[src/rtl/bcd_pkg.sv]
// bcd_pkg: shared types and constants for the sequential BCD-to-binary converter.
//   state_e         converter FSM states
//   BCD_DIGIT_MAX   largest legal BCD digit value
//   BCD_ADJ_TH/SUB  reverse double-dabble correction threshold and amount
//   bin_width()     minimum binary width that holds 10^n_digits - 1
package bcd_pkg;

  typedef enum logic [1:0] {
    IDLE = 2'd0,
    CONV = 2'd1,
    DONE = 2'd2
  } state_e;

  localparam logic [3:0] BCD_DIGIT_MAX = 4'd9;
  localparam logic [3:0] BCD_ADJ_TH    = 4'd8;
  localparam logic [3:0] BCD_ADJ_SUB   = 4'd3;

  // ceil(log2(10^n_digits)): smallest w with 2^w >= 10^n_digits
  function automatic int bin_width(input int n_digits);
    int p;
    int w;
    p = 1;
    for (int i = 0; i < n_digits; i++) p = p * 10;
    w = 0;
    for (int i = 0; i < 31; i++) begin
      if ((1 << i) < p) w = i + 1;
    end
    return w;
  endfunction

endpackage

[src/rtl/bcd_digit_adj.sv]
// bcd_digit_adj: one-digit correction for reverse double-dabble.
//   din   4-bit digit after the right shift
//   dout  din - 3 when din >= 8, else din (never underflows)
module bcd_digit_adj
  import bcd_pkg::*;
(
  input  logic [3:0] din,
  output logic [3:0] dout
);

  assign dout = (din >= BCD_ADJ_TH) ? (din - BCD_ADJ_SUB) : din;

endmodule

[src/rtl/bcd2bin_seq.sv]
// bcd2bin_seq: sequential BCD-to-binary converter (reverse double-dabble).
//   clk, rst_n            system clock, asynchronous active-low reset
//   in_valid/in_ready     input handshake for the packed BCD word bcd_in
//   bcd_in                N_DIGITS packed BCD digits, units digit in [3:0]
//   out_valid/out_ready   output handshake for bin_out/err
//   bin_out               binary result (0 when err)
//   err                   some input digit was greater than 9
//
// state | meaning
// IDLE  | ready for a word; validates digits on accept
// CONV  | one shift + digit correction per cycle, BIN_W cycles
// DONE  | result presented until out_ready
module bcd2bin_seq
  import bcd_pkg::*;
#(
  parameter int N_DIGITS = 2,
  parameter int BIN_W    = 7
) (
  input  logic                  clk,
  input  logic                  rst_n,
  input  logic                  in_valid,
  output logic                  in_ready,
  input  logic [4*N_DIGITS-1:0] bcd_in,
  output logic                  out_valid,
  input  logic                  out_ready,
  output logic [BIN_W-1:0]      bin_out,
  output logic                  err
);

  localparam int BCD_W = 4 * N_DIGITS;
  localparam int CNT_W = (BIN_W > 1) ? $clog2(BIN_W) : 1;

  generate
    if (N_DIGITS < 1 || N_DIGITS > 4) begin : g_bad_digits
      $error("bcd2bin_seq: N_DIGITS must be in 1..4");
    end
    if (BIN_W < bin_width(N_DIGITS)) begin : g_bad_width
      $error("bcd2bin_seq: BIN_W too small for N_DIGITS");
    end
  endgenerate

  state_e             state_q, state_d;
  logic [BCD_W-1:0]   bcd_q, bcd_d;
  logic [BIN_W-1:0]   bin_q, bin_d;
  logic [CNT_W-1:0]   cnt_q, cnt_d;
  logic               err_q, err_d;

  logic [BCD_W-1:0]   bcd_sh;
  logic [BCD_W-1:0]   bcd_adj;
  logic [BIN_W-1:0]   bin_sh;
  logic               in_bad;

  // Shift the whole {bcd, bin} pair right; the LSB of the BCD field
  // falls into the MSB of the binary field.
  assign {bcd_sh, bin_sh} = {bcd_q, bin_q} >> 1;

  generate
    for (genvar g = 0; g < N_DIGITS; g++) begin : g_adj
      bcd_digit_adj u_adj (
        .din  (bcd_sh[4*g +: 4]),
        .dout (bcd_adj[4*g +: 4])
      );
    end
  endgenerate

  always_comb begin
    in_bad = 1'b0;
    for (int i = 0; i < N_DIGITS; i++) begin
      if (bcd_in[4*i +: 4] > BCD_DIGIT_MAX) in_bad = 1'b1;
    end
  end

  always_comb begin
    state_d = state_q;
    bcd_d   = bcd_q;
    bin_d   = bin_q;
    cnt_d   = cnt_q;
    err_d   = err_q;
    unique case (state_q)
      IDLE: begin
        if (in_valid) begin
          cnt_d = '0;
          bin_d = '0;
          if (in_bad) begin
            err_d   = 1'b1;
            bcd_d   = '0;
            state_d = DONE;
          end else begin
            err_d   = 1'b0;
            bcd_d   = bcd_in;
            state_d = CONV;
          end
        end
      end
      CONV: begin
        bcd_d = bcd_adj;
        bin_d = bin_sh;
        cnt_d = cnt_q + CNT_W'(1);
        if (cnt_q == CNT_W'(BIN_W - 1)) state_d = DONE;
      end
      DONE: begin
        if (out_ready) state_d = IDLE;
      end
      default: state_d = IDLE;
    endcase
  end

  always_ff @(posedge clk or negedge rst_n) begin
    if (!rst_n) begin
      state_q <= IDLE;
      bcd_q   <= '0;
      bin_q   <= '0;
      cnt_q   <= '0;
      err_q   <= 1'b0;
    end else begin
      state_q <= state_d;
      bcd_q   <= bcd_d;
      bin_q   <= bin_d;
      cnt_q   <= cnt_d;
      err_q   <= err_d;
    end
  end

  assign in_ready  = (state_q == IDLE);
  assign out_valid = (state_q == DONE);
  // bin_q holds partial sums while converting; only expose a finished value
  assign bin_out   = out_valid ? bin_q : '0;
  assign err       = out_valid & err_q;

endmodule
[config.mk]
export PLATFORM = sky130hd
export DESIGN_NAME = bcd2bin_seq
export DESIGN_NICKNAME = d
export VERILOG_FILES = /design/src/rtl/bcd_pkg.sv /design/src/rtl/bcd_digit_adj.sv /design/src/rtl/bcd2bin_seq.sv
export SDC_FILE = /design/constraint.sdc
export NUM_CORES = 1
export LEC_CHECK = 0
export CORE_MARGIN = 1.5
export CORE_UTILIZATION = 40
export DETAILED_ROUTE_END_ITERATION = 10
export HOLD_SLACK_MARGIN = 0.05
export SLEW_MARGIN = 0
export SYNTH_ARGS = -nofsm -noshare
export SYNTH_HDL_FRONTEND = slang
export SYNTH_SLANG_ARGS = --single-unit
[constraint.sdc]
create_clock -name clk -period 1.6 [get_ports clk]
set_input_delay 0.4 -clock clk [delete_from_list [all_inputs] [get_ports clk]]
set_output_delay 0.4 -clock clk [all_outputs]
set_load 0.1 [all_outputs]
; ---- Word level (Yosys, flattened, before mapping)
; Cells that the tools add are included.
[word_totals]
reg_bits = 21
latch_bits = 0
ramBits = 0
rom_bits = 0
inputBits = 12
output_inout_bits = 10
elab_cells = 42
memories = 0
[op_classes]
addsub = 3
mul = 0
n_div = 0
n_lt_le_gt_ge = 4
eq_ne = 6
shift = 0
muxes = 18
n_bitwise = 1
reduce_logical = 5
[ops]
columns = cell, count
row1 = $mux 8, 2
row2 = $pmux 8 s2, 1
row3 = $mux 7, 2
row4 = $pmux 7 s2, 1
row5 = $gt 4x4->1 const B, 2
row6 = $mux 2, 4
row7 = $mux 4, 2
row8 = $pmux 2 s3, 1
row9 = $pmux 3 s2, 1
row10 = $ge 3x4->1 const B, 1
row11 = $ge 4x4->1 const B, 1
row12 = $ne 2x2->1 const B, 2
row13 = $reduce_and 2->1, 2
row14 = $sub 3x2->4 const B, 1
row15 = $sub 4x2->4 const B, 1
row16 = $add 3x1->3 const B, 1
row17 = $eq 3x3->1 const B, 1
row18 = $mux 1, 3
row19 = $mux 3, 1
row20 = $reduce_and 3->1, 1
row21 = $eq 2x1->1 const B, 1
row22 = $eq 2x2->1 const B, 1
row23 = $logic_not 2->1, 1
row24 = $ne 2x1->1 const B, 1
row25 = 2 further kinds, 2

; ---- Logic depth before layout (Yosys ltp)
; Gate-level depths: netlist (run 1).
[depth]
word_depth = 6
ltp_mapped = 5
mapped_depth_nobuf = 5

; ---- Hierarchy
; A second synthesis (run 1) with hierarchy kept.
[hier_totals]
cells_unflattened = 132
hier_area_um2 = 1278.7
[by_module_without_submodules]
columns = module, n_inst, cells_each, area_per_inst_um2, seq_area_each_um2
row1 = bcd2bin_seq, 1, 110, 1126.1, 525.5
row2 = bcd_digit_adj, 2, 11, 76.3, 0.0

; ---- Worst setup path before layout (run 1)
; Ideal clock, no wire load.
[synth_timing]
path_kind = register -> output
startpoint = register state_q[1]
endpoint = output port bin_out[0]
t_arrival_ns = 1.915
required_ns = 1.200
path_slack_ns = -0.715
path_stages_with_launch = 5
path_buffers = 2
cell_sequence = dfrtp_1 buf_4 nor2b_1 buf_2 and2_1
[synth_via]
elab_chain_len = 2
[synth_lines]
columns = element, line_no
row1 = start: declaration, bcd2bin_seq.sv:42  ; state_e state_q, state_d;
row2 = start signal: assignment, bcd2bin_seq.sv:116  ; state_q <= state_d;
row3 = $eq 2x2->1, bcd2bin_seq.sv:125  ; assign out_valid = (state_q == DONE);
row4 = via out_valid, bcd2bin_seq.sv:24  ; output logic out_valid,
row5 = $mux 7, bcd2bin_seq.sv:127  ; assign bin_out = out_valid ? bin_q : '0;
row6 = end: declaration, bcd2bin_seq.sv:26  ; output logic [BIN_W-1:0] bin_out,
; The timed path passes the listed nets, and every way through them passes these cells.

; ---- Worst setup path after layout (run 1)
[layout_timing]
startpoint = register state_q[0]
endpoint = output port bin_out[0]
[layout_via]
elab_chain_len = 2
[layout_lines]
columns = element, line_no
row1 = $eq 2x2->1, bcd2bin_seq.sv:125
row2 = $mux 7, bcd2bin_seq.sv:127
; Every way passes these cells.

==> impl_metrics.toml, run 1 <==
[yosys]
syn_area_sq_um = 1137
synth.distinct_cells = 33
synthCells = 109
yosysSeqAreaShare_pct = 46.20
synth.net_count = 125
ys_ff_latch = 21
yosys_warnings = 0
avgSynthCellArea_sq_um = 10.43

[critical_path]
r2r_setup_slack_ns = 0.18
crit_buf_inv = 1
cp_slowest_stage_delay_ns = 0.47
worstSetupPathType = "flip-flop to output port"
cpLargestDelayFamily = "flip-flops"
crit_fanout = 5
slowest_stage = "dfrtp_2"
path_cells = "nor2b_4 > and2_4 > buf_12"
cp.arrival_ns = 1.29
r2r-start = "bcd_q[1]"
cp-end-kind = "output port"
r2r_end = "bcd_q[1]"
start_kind = "flip-flop"
reg2reg_depth = 5
cp_data_required_time_ns = 1.20

[sta]
finalHoldViolCount = 0
clock_skew_ns = 0.0008277
layout_setup_ws_ns = -0.08816
final-setup-viol-count = 10
fin_tns_setup_ns = -0.7289
drv_slew = 0
holdWs_ns = 0.4288
fin_crit_ns = 1.688
max_freq_mhz = 592.4
slew_headroom_pct = 77.59
fin_crit_sh_pct = 105.5
worst_pin_slew_ns = 0.3357
rsz0062_at_grt = "yes"

[layout]
drive_gt1_share_pct = 31.91
utilization_pct = 59.59
fill_cells = 248
diodes = 0
areaGrowthSynthToFinish_pct = 43.23
multiInputGateArea_sq_um = 601.8
nets = 158
stdcell_count = 172
area.sequential_sq_um = 526.8

[global_routing]
overflow = 0
grt_pass1_wl_um = 4222
grt_usage_pct = 16.76
grt_max_degree = 22
grt_pass1_vias = 941
antenna_found_initial = 0

[drt]
viasPerCell = 5.448
drt-total-wl_um = 2420
wl_met3_um = 93
drc = 0
drt-initial-drc-count = 17
vias = 937
route.met2.wl_um = 1175
highest_layer = "met4"
routedWlPerCell_um = 14.07
wl_met1_um = 1134
drt-pass1-iter-count = 4
ant_nets = 0

[clock_tree]
cts_buffers = 3
cts_max_level = 1
cts_hold_buf = 0
cts_tree = "yes"
cts.sinks = 21
path_clk_slew_ns = 0.12
clockBufferDepth = 2
clock-root-buffer = "clkbuf_4"
clock_latency_ns = 0.29

[min_path]
hold_path.class = "input port to async pin"

[status]
violations = "setup timing"
status = "complete, but fails checks"

[pwr]
leakage_nw = 0.7177
pwr-share-seq_pct = 30.5
p_comb_share_pct = 60.6
power_mw = 2.880
clkPwrFrac_pct = 8.9
power.internal_mw = 1.571
peakVddDrop_v = 0.001529
p_sw_mw = 1.309
p_sw_share_pct = 45.47
power_density_nw_per_um2 = 1768

[die]
start_util_pct = 41.60
dieArea_sq_um = 3173
row_count = 19
fp.dieH_um = 56.33
core-area_sq_um = 2734
fp.dieW_um = 56.33
io_pins = 22

[place]
dp.cells = 166
portBuffers = 21
gp_congestion = 0.7771
dpl.hpwl_um = 1778

[job]
max_cap_viol_count = 0
==> worst register-to-register path, cell delays in order (launching register included) <==
cell     delay [ns]
dfrtp_1        0.45
inv_1          0.07
ha_1           0.29
mux2_2         0.26
a32oi_1        0.16
o21ai_0        0.09
==> per-stage QoR <==
| stage | instance area (sq um) | setup WS [ns] |
|---|---|---|
| detailed placement | 1573 | -0.01272 |
| finish | 1629 | -0.08816 |
| CTS | 1625 | -0.1077 |
| floorplan | 1191 | -0.001281 |
| global placement | 1573 | -0.001732 |
| global route | 1629 | -0.1506 |
==> Yosys cell counts <==
| cell type | count | share of area, % |
|---|---|---|
| nand4_1 | 2 | 1.1 |
| o21ai_0 | 5 | 2.2 |
| a22o_1 | 8 | 6.2 |
| buf_4 | 3 | 2.0 |
| o22ai_1 | 3 | 1.7 |
| nand2_1 | 6 | 2.0 |
| nor3b_4 | 1 | 1.7 |
| nand3_1 | 4 | 1.8 |
| a21oi_1 | 7 | 3.1 |
| o31a_1 | 1 | 0.77 |
| and2_1 | 9 | 5.0 |
| o21ai_2 | 2 | 1.5 |
| nor2b_1 | 5 | 2.8 |
| ha_1 | 4 | 4.4 |
| a31oi_1 | 1 | 0.55 |
| mux2_2 | 2 | 2.0 |
| a32oi_1 | 1 | 0.77 |
| o21bai_2 | 1 | 0.99 |
| nor2_1 | 4 | 1.3 |
| nor3b_1 | 1 | 0.66 |
| dfrtp_1 | 21 | 46 |
| nand2b_2 | 1 | 0.77 |
| nand4b_1 | 3 | 2.3 |
| a2bb2oi_1 | 1 | 0.77 |
| xnor2_1 | 1 | 0.77 |
| nand2b_1 | 1 | 0.55 |
| o221ai_1 | 1 | 0.77 |
| xor2_1 | 1 | 0.77 |
| o41ai_1 | 1 | 0.77 |
| inv_1 | 4 | 1.3 |
| buf_6 | 1 | 0.99 |
| buf_2 | 2 | 0.88 |
| o21ba_2 | 1 | 0.88 |
==> repair_timing <==
action,CTS,global route
setup endpoints to repair,10,10
cloned,1,0
buffers inserted,1,0
pin swaps,4,5
gates resized for setup,3,1
==> layout by cell type, fill, tap and decap left out <==
| cell type | synthesis | routed |
|---|---|---|
| xnor2_1 | 1 | 1 |
| buf_4 | 3 | 9 |
| o21bai_2 | 1 | 1 |
| a32oi_1 | 1 | 1 |
| nor3b_1 | 1 | 1 |
| nand2b_1 | 1 | 1 |
| clkbuf_4 | 0 | 3 |
| nor2b_1 | 5 | 4 |
| and2_1 | 9 | 1 |
| nor3b_4 | 1 | 1 |
| o21ba_2 | 1 | 1 |
| nand4_1 | 2 | 2 |
| and2_4 | 0 | 8 |
| dfrtp_1 | 21 | 20 |
| ha_1 | 4 | 4 |
| a21oi_1 | 7 | 7 |
| clkbuf_1 | 0 | 1 |
| o221ai_1 | 1 | 1 |
| nor2_4 | 0 | 1 |
| nand2b_2 | 1 | 1 |
| a31oi_1 | 1 | 1 |
| nand4b_1 | 3 | 3 |
| nand3_1 | 4 | 4 |
| o22ai_1 | 3 | 3 |
| inv_1 | 4 | 4 |
| o21ai_0 | 5 | 5 |
| buf_12 | 0 | 11 |
| buf_6 | 1 | 2 |
| nor2b_4 | 0 | 2 |
| clkdlybuf4s50_1 | 0 | 11 |
| nand2_1 | 6 | 6 |
| o41ai_1 | 1 | 1 |
| dfrtp_2 | 0 | 1 |
| a2bb2oi_1 | 1 | 1 |
| o21ai_2 | 2 | 2 |
| mux2_2 | 2 | 2 |
| o31a_1 | 1 | 1 |
| xor2_1 | 1 | 1 |
| nor2_1 | 4 | 3 |
| a22o_1 | 8 | 8 |
==> cell type report <==
type,instances,share of cell area [%]
Inverter,4,0.9217
Timing Repair Buffer,33,25.81
Clock buffer,4,1.613
Tap cell,31,2.381
Multi-Input combinational cell,79,36.94
Sequential cell,21,32.33
==> power groups by stage <==
stage | Combinational [mW] | Sequential (mW) | Clock, mW
2_1_floorplan | 1.28 | 0.827 | 0
4_1_cts | 1.74 | 0.877 | 0.265
3_5_place_dp | 1.69 | 0.870 | 0
5_1_grt | 1.85 | 0.909 | 0.296
3_3_place_gp | 1.65 | 0.862 | 0
6_report | 1.75 | 0.878 | 0.257
==> state kept, by name, indices dropped and copies added, names as in the netlist <==
register  cells
err_q         1
state_q       2
bcd_q         8
bin_q         7
cnt_q         3
==> cells by family (layout without fill, tap and decap cells) <==
logic type	Yosys count	in the layout	share of synthesized area, %
mux	2	2	1.980
buf+inv	10	41	5.170
compound gates	33	33	20.90
fa+ha+maj	4	4	4.401
flops	21	21	46.20
simple gates	37	38	19.80
xor+xnor	2	2	1.540
==> metal layers <==
metal | track usage (%) | vias up
met4 | 4.422 | 0
met5 | 0 | -
met2 | 27.90 | 26
met1 | 22.59 | 444
li1 | - | 465
met3 | 2.995 | 2
==> worst max path at each step <==
stage	start	end	slack (ns)	cells past startpoint
after floorplan	state_q[1]	bin_out[1]	-0.001	4
after global placement	bcd_in[2]	state_q[1]	-0.002	4
after detailed placement	in_valid	bcd_q[6]	-0.01	5
after global routing	state_q[0]	bin_out[0]	-0.15	3
final	state_q[0]	bin_out[0]	-0.09	3
after CTS	state_q[0]	in_ready	-0.11	3
Power figures use the tool's default switching activity.
==> inputs of run 2 (changes only) <==
--- a/config.mk
+++ b/config.mk
@@ -9,6 +9,7 @@
 export CORE_UTILIZATION = 40
 export DETAILED_ROUTE_END_ITERATION = 10
 export HOLD_SLACK_MARGIN = 0.05
+export PLACE_DENSITY = 0.67
 export SLEW_MARGIN = 0
 export SYNTH_ARGS = -nofsm -noshare
 export SYNTH_HDL_FRONTEND = slang
==> constraint.sdc (replaced) <==
create_clock -name clk -period 1.37 [get_ports clk]
set_input_delay 0.3425 -clock clk [delete_from_list [all_inputs] [get_ports clk]]
set_output_delay 0.3425 -clock clk [all_outputs]
set_load 0.1 [all_outputs]
==> run 2 against run 1 <==
The flow still finishes with violations (setup timing). First-iteration DRC count is 53% lower. Global-route usage is 0.82 points higher. Routed wire length is 0.87% higher. Highest routed layer unchanged. Total power is 17% higher. Critical endpoint is now bin_out[1]. Critical path depth stayed put. Non-clock buffer count is 3 higher. Combinational power is 17% higher. Clock power is 16% higher. Core utilization is 0.96 points higher. Flip-flop and latch count stayed put. Cell area is 1.6% higher. Register-to-register slack worse by 0.15 ns.
==> impl_metrics.toml, run 2 (same netlist as run 1, synthesis figures left out) <==
[status]
status = "complete, but fails checks"
violations = "setup timing"

[layout]
areaGrowthSynthToFinish_pct = 45.54
layout_common_cells = "dfrtp_1, buf_4, clkdlybuf4s50_1"
utilization_pct = 60.55
top_regs = "bcd_q: 8 flops, bin_q: 7 flops, cnt_q: 3 flops"
largest_reg_flops = 8
nets = 161
drive_gt1_share_pct = 35.42
stdcell_count = 175
top_register = "bcd_q"
diodes = 0
final_common_cell = "dfrtp_1"

[drt]
ant_nets = 0
drt-total-wl_um = 2441
drc = 0
routedWlPerCell_um = 13.95
viasPerCell = 5.509
vias = 964
drt-pass1-iter-count = 4
drt-initial-drc-count = 8

[sta]
drv_slew = 0
fin_crit_sh_pct = 119.9
final-setup-viol-count = 10
clock_skew_ns = 0.01123
fin_crit_ns = 1.643
layout_setup_ws_ns = -0.2730
rsz0062_at_grt = "yes"
slew_headroom_pct = 77.18
worst_pin_slew_ns = 0.3419
max_freq_mhz = 608.7
fin_tns_setup_ns = -2.568
finalHoldViolCount = 0

[global_routing]
overflow = 0
antenna_found_initial = 0
use_met3_pct = 2.304
met1_usage_pct = 23.35
grt_usage_pct = 17.59
grt_max_degree = 22
grt_busiest_layer = "met2"
grt_pass1_wl_um = 4360
grtUsageMet2_pct = 29.58
grt_pass1_vias = 972

[clock_tree]
cts_hold_buf = 0
clock-root-buffer = "clkbuf_4"
cts_max_level = 1
cts.sinks = 21
path_clk_slew_ns = 0.12
clockBufferDepth = 2
cts_buffers = 3
clock_latency_ns = 0.30
cts_setup_buffers = 0
cts_tree = "yes"

[pwr]
peakVddDrop_v = 0.001764
p_sw_share_pct = 45.48
power_mw = 3.378
p_sw_mw = 1.536
p_comb_share_pct = 60.8
leakage_nw = 0.7288
clkPwrFrac_pct = 8.9
power.internal_mw = 1.842
power_density_nw_per_um2 = 2041
pwr-share-seq_pct = 30.3

[job]
max_cap_viol_count = 0

[critical_path]
start_kind = "flip-flop"
r2r-start = "state_q[0]"
reg2reg_depth = 4
crit_buf_inv = 1
crit_fanout = 5
cp.arrival_ns = 1.30
cp.depth = 3
cp_slowest_stage_delay_ns = 0.48
startpoint = "state_q[0]"
slowest_stage = "dfrtp_2"
cpLargestDelayFamily = "flip-flops"
worstSetupPathType = "flip-flop to output port"
path_cells = "nor2b_4 > and2_4 > buf_12"
cp_data_required_time_ns = 1.03
cp-end-kind = "output port"

[die]
core-area_sq_um = 2734
fp.dieW_um = 56.33
row_count = 19
dieArea_sq_um = 3173
start_util_pct = 41.60
fp.dieH_um = 56.33
io_pins = 22

[place]
gp_congestion = 0.7531
dpl.hpwl_um = 1881
pre_cts_ws_ns = -0.3227
dp.cells = 170
portBuffers = 21

[min_path]
hold_path.class = "input port to async pin"
-- run 2: cell types whose count changed in the layout (fill, tap and decap cells not counted), sizes merged --
cell / delta
buf: +3
-- run 2: layer usage --
metal	routed length, um	part of all wire, %
met3	69	2.8
met2	1228	50
met5	0	0
met1	1107	45
met4	36	1.5
-- run 2: layout make-up --
class	instances	area, sq um
fill	233	1079
multi-input combinational	79	621.8
sequential	21	526.8
timing repair buffer	36	426.7
tap	31	38.79
clock buffer	4	26.28
inverter	4	15.01
-- run 2: final timing paths --
check | to | slack (ns)
worst min register to register | cnt_q[0] | 0.54
min in group clk | cnt_q[0] | 0.54
worst max-delay path | bin_out[1] | -0.27
worst max register to register | bcd_q[3] | 0.03
worst min-delay path | bin_q[6] | 0.37
max in group asynchronous | state_q[0] | 0.75
-- run 2: through the flow --
step	cell area (sq um)	hold WS [ns]
after floorplan	1195	0.04691
after global placement	1590	0.4904
after detailed placement	1590	0.5064
after CTS	1643	0.3674
after global routing	1655	0.3689
final	1655	0.3655
-- run 2: power groups by stage --
| stage | clock [mW] | combinational (mW) | sequential, mW |
|---|---|---|---|
| 2_1_floorplan | 0 | 1.50 | 0.969 |
| 3_3_place_gp | 0 | 1.94 | 0.998 |
| 3_5_place_dp | 0 | 1.98 | 1.01 |
| 4_1_cts | 0.306 | 2.05 | 1.02 |
| 5_1_grt | 0.340 | 2.21 | 1.06 |
| 6_report | 0.299 | 2.05 | 1.02 |
-- run 2: worst reg2reg max path, stage by stage, from the launching register on --
cell     delay [ns]
dfrtp_2        0.48
buf_4          0.21
nor3b_4        0.34
nand4_1        0.15
nand3_1        0.10
-- run 2: what timing repair did --
item,4_1_cts,5_1_grt
gates cloned,1,0
resized for setup,4,5
setup endpoints to repair,16,14
pin swaps,2,10
hold endpoints to repair,0,0
==> inputs of run 3 (changes only) <==
--- a/config.mk
+++ b/config.mk
@@ -8,7 +8,6 @@
 export CORE_MARGIN = 1.5
 export CORE_UTILIZATION = 40
 export DETAILED_ROUTE_END_ITERATION = 10
-export HOLD_SLACK_MARGIN = 0.05
 export PLACE_DENSITY = 0.67
 export SLEW_MARGIN = 0
 export SYNTH_ARGS = -nofsm -noshare
==> results of run 3 <==
Final layout, timing and power as in run 2 (identical DEF).
